[config.mk]
export PLATFORM = sky130hd
export DESIGN_NAME = scroll_seq_ctrl
export DESIGN_NICKNAME = d
export VERILOG_FILES = /design/src/rtl/scroll_seq_ctrl.sv
export SDC_FILE = /design/constraint.sdc
export NUM_CORES = 1
export LEC_CHECK = 0
export BUFFER_PORTS_ARGS = -buffer_cell sky130_fd_sc_hd__buf_2
export CORE_ASPECT_RATIO = 1.25
export CORE_UTILIZATION = 57
export CTS_CLUSTER_SIZE = 14
export DETAILED_ROUTE_END_ITERATION = 8
export HOLD_SLACK_MARGIN = 0.12
export PLACE_DENSITY = 0.86
export SYNTH_ARGS = -nofsm -noshare
export SYNTH_HDL_FRONTEND = slang
export SYNTH_SLANG_ARGS = --single-unit
[constraint.sdc]
create_clock -name i_clk -period 3.1 [get_ports i_clk]
set_input_delay 0.31 -clock i_clk [delete_from_list [all_inputs] [get_ports i_clk]]
set_output_delay 0.31 -clock i_clk [all_outputs]
set_load 0.01 [all_outputs]
[src/rtl/scroll_seq_ctrl.sv]
// ---------------------------------------------------------------------------
// scroll_seq_ctrl
// Owns the vertical scroll row for the scrolling-image address generators
// (the credit roll and the song cover/lyric strip). A STOP/PLAY/PAUSE
// sequencer advances the row only on frame boundaries, so the image never
// tears mid-frame. It supports normal, fast-forward and reverse stepping
// with wrap-around, and exports a registered row base address.
//
// Ports:
//   i_clk          pixel/system clock
//   i_rst_n        asynchronous active-low reset
//   i_frame_tick   one-cycle pulse at start of vertical blank
//   i_play_pause   one-cycle pulse, toggles play/pause (STOP -> PLAY)
//   i_restart      one-cycle pulse, back to STOP at row 0 (highest priority)
//   i_fwd          level, fast-forward by FAST_STEP rows per step
//   i_bwd          level, reverse by one row per step
//   o_position     current scroll row, 0..LINES-1
//   o_base_addr    o_position*ROW_WORDS, one cycle behind o_position
//   o_playing      high in PLAY
//   o_paused       high in PAUSE
//   o_wrap_pulse   one-cycle pulse on the cycle o_position takes a wrapped value
// ---------------------------------------------------------------------------
module scroll_seq_ctrl #(
  parameter int unsigned LINES     = 240,
  parameter int unsigned ROW_WORDS = 160,
  parameter int unsigned STEP_DIV  = 1,
  parameter int unsigned FAST_STEP = 4
) (
  input  logic        i_clk,
  input  logic        i_rst_n,
  input  logic        i_frame_tick,
  input  logic        i_play_pause,
  input  logic        i_restart,
  input  logic        i_fwd,
  input  logic        i_bwd,
  output logic [9:0]  o_position,
  output logic [15:0] o_base_addr,
  output logic        o_playing,
  output logic        o_paused,
  output logic        o_wrap_pulse
);

  localparam int unsigned POS_W  = 10;
  localparam int unsigned SUM_W  = POS_W + 1;
  localparam int unsigned ADDR_W = 16;
  localparam int unsigned PRE_W  = $clog2(STEP_DIV) + 1;

  typedef enum logic [1:0] {
    ST_STOP  = 2'd0,
    ST_PLAY  = 2'd1,
    ST_PAUSE = 2'd2
  } state_t;

  state_t             r_state;
  logic [POS_W-1:0]   r_position;
  logic [ADDR_W-1:0]  r_base_addr;
  logic [PRE_W-1:0]   r_prescaler;
  logic               r_wrap;
  logic               r_playing;
  logic               r_paused;

  state_t             w_state_next;
  logic [POS_W-1:0]   w_pos_next;
  logic [PRE_W-1:0]   w_pre_next;
  logic               w_wrap_next;
  logic               w_step;
  logic [POS_W-1:0]   w_step_pos;
  logic               w_step_wrap;
  logic [SUM_W-1:0]   w_sum;

  // Step fires on the frame tick that completes the prescaler period in PLAY
  assign w_step = (r_state == ST_PLAY) && i_frame_tick &&
                  (r_prescaler == PRE_W'(STEP_DIV - 1));

  // Fast-forward sum is one bit wider so the overflow past LINES is visible
  assign w_sum = SUM_W'(r_position) + SUM_W'(FAST_STEP);

  // Candidate row and wrap flag for a step, chosen by the direction levels
  always_comb begin
    w_step_pos  = r_position;
    w_step_wrap = 1'b0;
    if (i_bwd && !i_fwd) begin
      if (r_position == '0) begin
        w_step_pos  = POS_W'(LINES - 1);
        w_step_wrap = 1'b1;
      end else begin
        w_step_pos  = r_position - POS_W'(1);
      end
    end else if (i_fwd && !i_bwd) begin
      if (w_sum >= SUM_W'(LINES)) begin
        w_step_pos  = POS_W'(w_sum - SUM_W'(LINES));
        w_step_wrap = 1'b1;
      end else begin
        w_step_pos  = POS_W'(w_sum);
      end
    end else begin
      if (r_position == POS_W'(LINES - 1)) begin
        w_step_pos  = '0;
        w_step_wrap = 1'b1;
      end else begin
        w_step_pos  = r_position + POS_W'(1);
      end
    end
  end

  // Next-state, prescaler and position; the step uses the pre-transition state
  always_comb begin
    w_state_next = r_state;
    w_pos_next   = r_position;
    w_pre_next   = r_prescaler;
    w_wrap_next  = 1'b0;

    case (r_state)
      ST_STOP: begin
        w_pre_next = '0;
        if (i_play_pause) begin
          w_state_next = ST_PLAY;
        end
      end
      ST_PLAY: begin
        if (w_step) begin
          w_pre_next  = '0;
          w_pos_next  = w_step_pos;
          w_wrap_next = w_step_wrap;
        end else if (i_frame_tick) begin
          w_pre_next = r_prescaler + PRE_W'(1);
        end
        if (i_play_pause) begin
          w_state_next = ST_PAUSE;
        end
      end
      ST_PAUSE: begin
        if (i_play_pause) begin
          w_state_next = ST_PLAY;
        end
      end
      default: begin
        w_state_next = ST_STOP;
        w_pre_next   = '0;
      end
    endcase

    // Restart overrides any toggle or step in the same cycle
    if (i_restart) begin
      w_state_next = ST_STOP;
      w_pos_next   = '0;
      w_pre_next   = '0;
      w_wrap_next  = 1'b0;
    end
  end

  // State, position and status flags
  always_ff @(posedge i_clk or negedge i_rst_n) begin
    if (!i_rst_n) begin
      r_state     <= ST_STOP;
      r_position  <= '0;
      r_prescaler <= '0;
      r_wrap      <= 1'b0;
      r_playing   <= 1'b0;
      r_paused    <= 1'b0;
    end else begin
      r_state     <= w_state_next;
      r_position  <= w_pos_next;
      r_prescaler <= w_pre_next;
      r_wrap      <= w_wrap_next;
      r_playing   <= (w_state_next == ST_PLAY);
      r_paused    <= (w_state_next == ST_PAUSE);
    end
  end

  // Row base address follows the position register by one cycle
  always_ff @(posedge i_clk or negedge i_rst_n) begin
    if (!i_rst_n) begin
      r_base_addr <= '0;
    end else begin
      r_base_addr <= ADDR_W'(32'(r_position) * 32'(ROW_WORDS));
    end
  end

  assign o_position   = r_position;
  assign o_base_addr  = r_base_addr;
  assign o_playing    = r_playing;
  assign o_paused     = r_paused;
  assign o_wrap_pulse = r_wrap;

endmodule

# Word-level counts from Yosys, hierarchy flattened
# Index checks and enable logic that the tools add are counted.
[word_totals]
output_inout_bits = 29
rom_bits = 0
regBits = 27
ramBits = 0
latch_bits = 0
n_memories = 0
[op_classes]
mul = 1
div_mod_pow = 0
shift = 0
muxes = 24
n_reduce_logical = 13
bitwise_logic = 1
n_eq_ne = 7
n_lt_le_gt_ge = 1
addsub = 5
[ops]
columns = ["cell", "count"]
rows = [
  ["$mux 10", 8],
  ["$add 10x3->11 const B", 1],
  ["$ge 11x8->1 const B", 1],
  ["$mul 10x3->11 const B", 1],
  ["$mux 1", 11],
  ["$add 10x1->10 const B", 1],
  ["$eq 10x8->1 const B", 1],
  ["$logic_not 10->1", 1],
  ["$sub 10x1->10 const B", 1],
  ["$sub 10x8->10 const B", 1],
  ["$mux 2", 3],
  ["$eq 2x1->1 const B", 2],
  ["$eq 2x2->1 const B", 2],
  ["$logic_and 1x1->1", 4],
  ["$ne 4x4->1 const B", 1],
  ["$pmux 2 s2", 1],
  ["$reduce_and 2->1", 2],
  ["$reduce_bool 2->1", 2],
  ["$logic_not 1->1", 2],
  ["$logic_not 2->1", 1],
  ["$ne 2x2->1 const B", 1],
  ["$pmux 1 s2", 1],
  ["$reduce_or 2->1", 1],
  ["$add 1x1->1 const B", 1],
  ["$not 1->1", 1],
]

# Depth between registers and ports, before layout
[logic_depth]
ltp_word = 8
ltp_mapped = 9
mapped_depth_nobuf = 8

# Worst setup path before layout
# Ideal clock, no wire load.
[synth_timing]
path_kind = "register to register"
startpoint = "register r_position[5], in the netlist o_position[5]"
endpoint = "register r_position[4], in the netlist o_position[4]"
setup_slack_ns = 0.789
setup_time_ns = 0.080
t_arrival_ns = 2.231
n_path_buf = 2
stages_incl_launch_ff = 10
path_cell_list = "dfrtp_1 buf_4 clkbuf_1 xnor2_1 ha_1 nand3_1 a211oi_2 nor3b_2 or4_1 o211ai_2"
[synth_via]
elab_chain_len = 8
word_cells_on_any_way = 12
classes_between = "add/sub: 1; order compare: 1; eq/ne: 1; mux: 8; reduce/logical: 1"
[synth_lines]
columns = ["item", "line_no", "source"]
rows = [
  ["from (decl)", "55", "logic [POS_W-1:0] r_position;"],
  ["from (signal assigned)", "163", "r_position <= w_pos_next;"],
  ["$add 10x3->11", "76", "assign w_sum = SUM_W'(r_position) + SUM_W'(FAST_STEP);"],
  ["$ge 11x8->1", "90", "if (w_sum >= SUM_W'(LINES)) begin"],
  ["$mux 10", "90", ""],
  ["$mux 10", "89", "end else if (i_fwd && !i_bwd) begin"],
  ["$mux 10 (*)", "82", "if (i_bwd && !i_fwd) begin"],
  ["$mux 10 (*)", "121", "if (w_step) begin"],
  ["$mux 10 (*)", "113", "case (r_state)"],
  ["$mux 10 (*)", "144", "if (i_restart) begin"],
]
# Mark *: on every way between the ends. The rest lies on a longest branch, timed or not. The select of a mux whose other input is x is not followed.
# A chain may end at the register's enable or synchronous reset.

# Final worst setup path
[layout_timing]
startpoint = "register r_position[2], in the netlist o_position[2]"
endpoint = "register r_position[4], in the netlist o_position[4]"
[layout_via]
elab_chain_len = 8
word_cells_on_any_way = 15
classes_between = "add/sub: 4; order compare: 1; eq/ne: 1; mux: 8; reduce/logical: 1"
[layout_lines]
columns = ["item", "line_no"]
rows = [
  ["$add 10x3->11", "76"],
  ["$sub 10x8->10 or $ge 11x8->1 (tied branches)", "91, 90"],
  ["$mux 10", "90"],
  ["$mux 10", "89"],
  ["$mux 10 (*)", "82"],
  ["$mux 10 (*)", "121"],
  ["$mux 10 (*)", "113"],
  ["$mux 10 (*)", "144"],
]
# Marks and branches as above.

==> out/qor.yml <==
status: "complete, no violations"
cp.arrival_ps: 2790
yosysMostFrequentCell: "dfrtp_1"
fin_ws_ps: 519.8
path_clk_slew_ps: 90
top_usage_layer: "met2"
htreeDepth: 1
start_kind: "flop"
switchingPower_mw: 0.2548
io_pins: 36
p_comb_share_pct: 26.2
p_int_mw: 0.5407
cts_buffers: 3
p_leak_nw: 1.263
clockBufferDepth: 2
cts_root_buffer: "clkbuf_8"
vias_per_cell: 6.278
grt_first_pass_wirelength_microns: 9936
p_clk_share_pct: 25.5
hold_path.class: "primary input to flop"
slew_viol_final: 0
grt_max_degree: 28
pre_cts_slack_ps: 563.1
synth_area_leader_cell: "dfrtp_1"
fillers: 334
dpl.hpwl_microns: 4522
syn_area_sq_um: 2346
die-area_sq_um: 4378
yosysWarnings: 0
required_ps: 3310
synthCells: 279
async_reset_ff_share_pct: 100.0
drt-initial-drc-count: 143
grt_pass1_vias: 2159
use_met3_pct: 2.641
r2r_start: "o_position[2]"
grtUsageTotal_pct: 29.96
fin_setup_tns_ps: 0
clk_latency_ps: 270
power_density_nw_per_um2: 308.2
synthToLayoutAreaGrowth_pct: 10.03
post_cts_resized: 0
cts_tree: "done"
wire_per_inst_microns: 16.83
r2r_slack_ps: 520
cts.sinks: 27
finClkSkew_ps: 4.197
worst_pin_slew_ps: 793.5
coreArea_sq_um: 3847
ir_drop_mv: 0.1579
final.min_clock_period_ps: 2580
synth.distinct_cells: 59
synth-edff-count: 0
gr-total-overflow: 0
worst_setup_path_end_kind: "flop"
die_h_microns: 73.73
gp_congestion: 0.9649
hold_violations: 0
rsz0062_at_grt: "no"
die_w_microns: 59.38
synthFlopType: "dfrtp_1"
synth_top_area_share_pct: 28.80
synth_common_cells: "dfrtp_1, nor2_1, a21oi_1"
grt.met2_usage_pct: 51.44
setup_viol: 0
min_from: "i_play_pause"
initial_core_util_pct: 60.98
ant_nets: 0
num_vias: 2260
p_seq_share_pct: 48.2
cp_max_fo: 8
crit_path_start: "o_position[2]"
cap_violations: 0
num_antenna_cells: 0
ys_ff_latch: 27
post-route-util_pct: 67.09
layout_worst_path_cycle_share_pct: 83.23
switching_share_pct: 32.03
drc_errors: 0
yosysSeqAreaShare_pct: 28.80
timing.fmax_mhz: 387.6
fp-row-count: 25
gr-usage-met1_pct: 35.97
drtPass1Iterations: 5
avgSynthCellArea_sq_um: 8.409
slew_headroom_pct: 46.99
drive_above_1_share_pct: 16.34
routed_wl_microns: 6057
critPathKind: "flop to flop"
antenna_found_initial: 0
nets: 336
synth_area_leaders: "dfrtp_1, ha_1, a21oi_1"
portBuffers: 30
-- path summary, 6_finish.rpt --
kind	depth (start not counted)	to
setup reg to reg	8	o_position[4]
min in group asynchronous	2	o_base_addr[15]
max in group asynchronous	2	r_state[0]
hold reg to reg	1	r_prescaler
hold / removal	3	o_playing
setup / recovery	8	o_position[4]
-- sequential cells by signal, indices dropped and copies added (netlist names) --
signal        count
o_position       10
o_paused          1
r_prescaler       1
o_wrap_pulse      1
o_playing         1
r_state           2
o_base_addr      11
-- power by group through the flow --
stage | clock network (mW) | logic (mW) | registers (mW)
after detailed placement | 0 | 0.202 | 0.390
final | 0.203 | 0.209 | 0.384
after CTS | 0.205 | 0.206 | 0.384
after floorplan | 0 | 0.132 | 0.399
after global routing | 0.216 | 0.230 | 0.386
after global placement | 0 | 0.198 | 0.389
-- final cells by class --
cell class              instances  area (sq um)  share of cell area, %
clock buffers                   4         45.04                  1.745
inverters                      13         48.80                  1.890
multi-input cells             221          1509                  58.46
flip-flops and latches         27         675.6                  26.18
well taps                      54         67.56                  2.618
repair buffers                 41         235.2                  9.113
-- metrics by stage --
step	area [sq um]	power, mW	std cells	hold slack [ps]
after floorplan	2361	0.5309	283	14.41
after global placement	2526	0.5873	355	350.5
after detailed placement	2526	0.5927	355	361.3
after CTS	2581	0.7946	360	330.7
after global routing	2581	0.8326	360	353.5
final	2581	0.7955	360	333.2
-- layer usage --
layer | part of all wire [%] | vias to the layer above
li1 | - | 1056
met1 | 39 | 1045
met2 | 49 | 134
met3 | 7.0 | 25
met4 | 4.5 | 0
met5 | 0 | -
-- cell families (layout without fill, tap and decap cells) --
family                     Yosys count  count (layout)  share of synthesized area, %
buffers and inverters               35              58                         7.520
other                                1               5                        0.1598
AOI/OAI and AO/OA                   72              72                         20.37
DFF                                 27              27                         28.80
xor gates and xnor gates            18              18                         6.720
muxes                                1               1                        0.4267
adders and majority gates           23              23                         12.48
and+or+nand+nor                    102             102                         23.52
-- placed cells by master (no fill, tap or decap), drive strengths merged, types with 4 or more instances in the layout --
cell type	n
a21o	5
nor2	25
ha	21
o211ai	4
nand4	6
nor3	7
a21oi	24
or4	5
dfrtp	27
a31oi	4
conb	5
nor3b	5
buf	40
inv	13
o31ai	4
o21ai	11
xor2	7
nand3	15
nand2	16
xnor2	11
clkbuf	4
-- critical path, stage by stage (launching register included) --
cell and delay [ps]:
dfrtp_1 470, ha_1 380, xor2_1 310, ha_1 280
nand3_1 100, a211oi_2 220, nor3b_2 120, or4_1 540
o211ai_2 90
-- timing repair --
action                                 in CTS  in global routing
endpoints found under the hold margin      27                  0
setup endpoints to repair                   0                  0
buffers inserted                            0                  0
hold buffers                                1                  0
No activity file was read; power rests on OpenSTA's default activity.
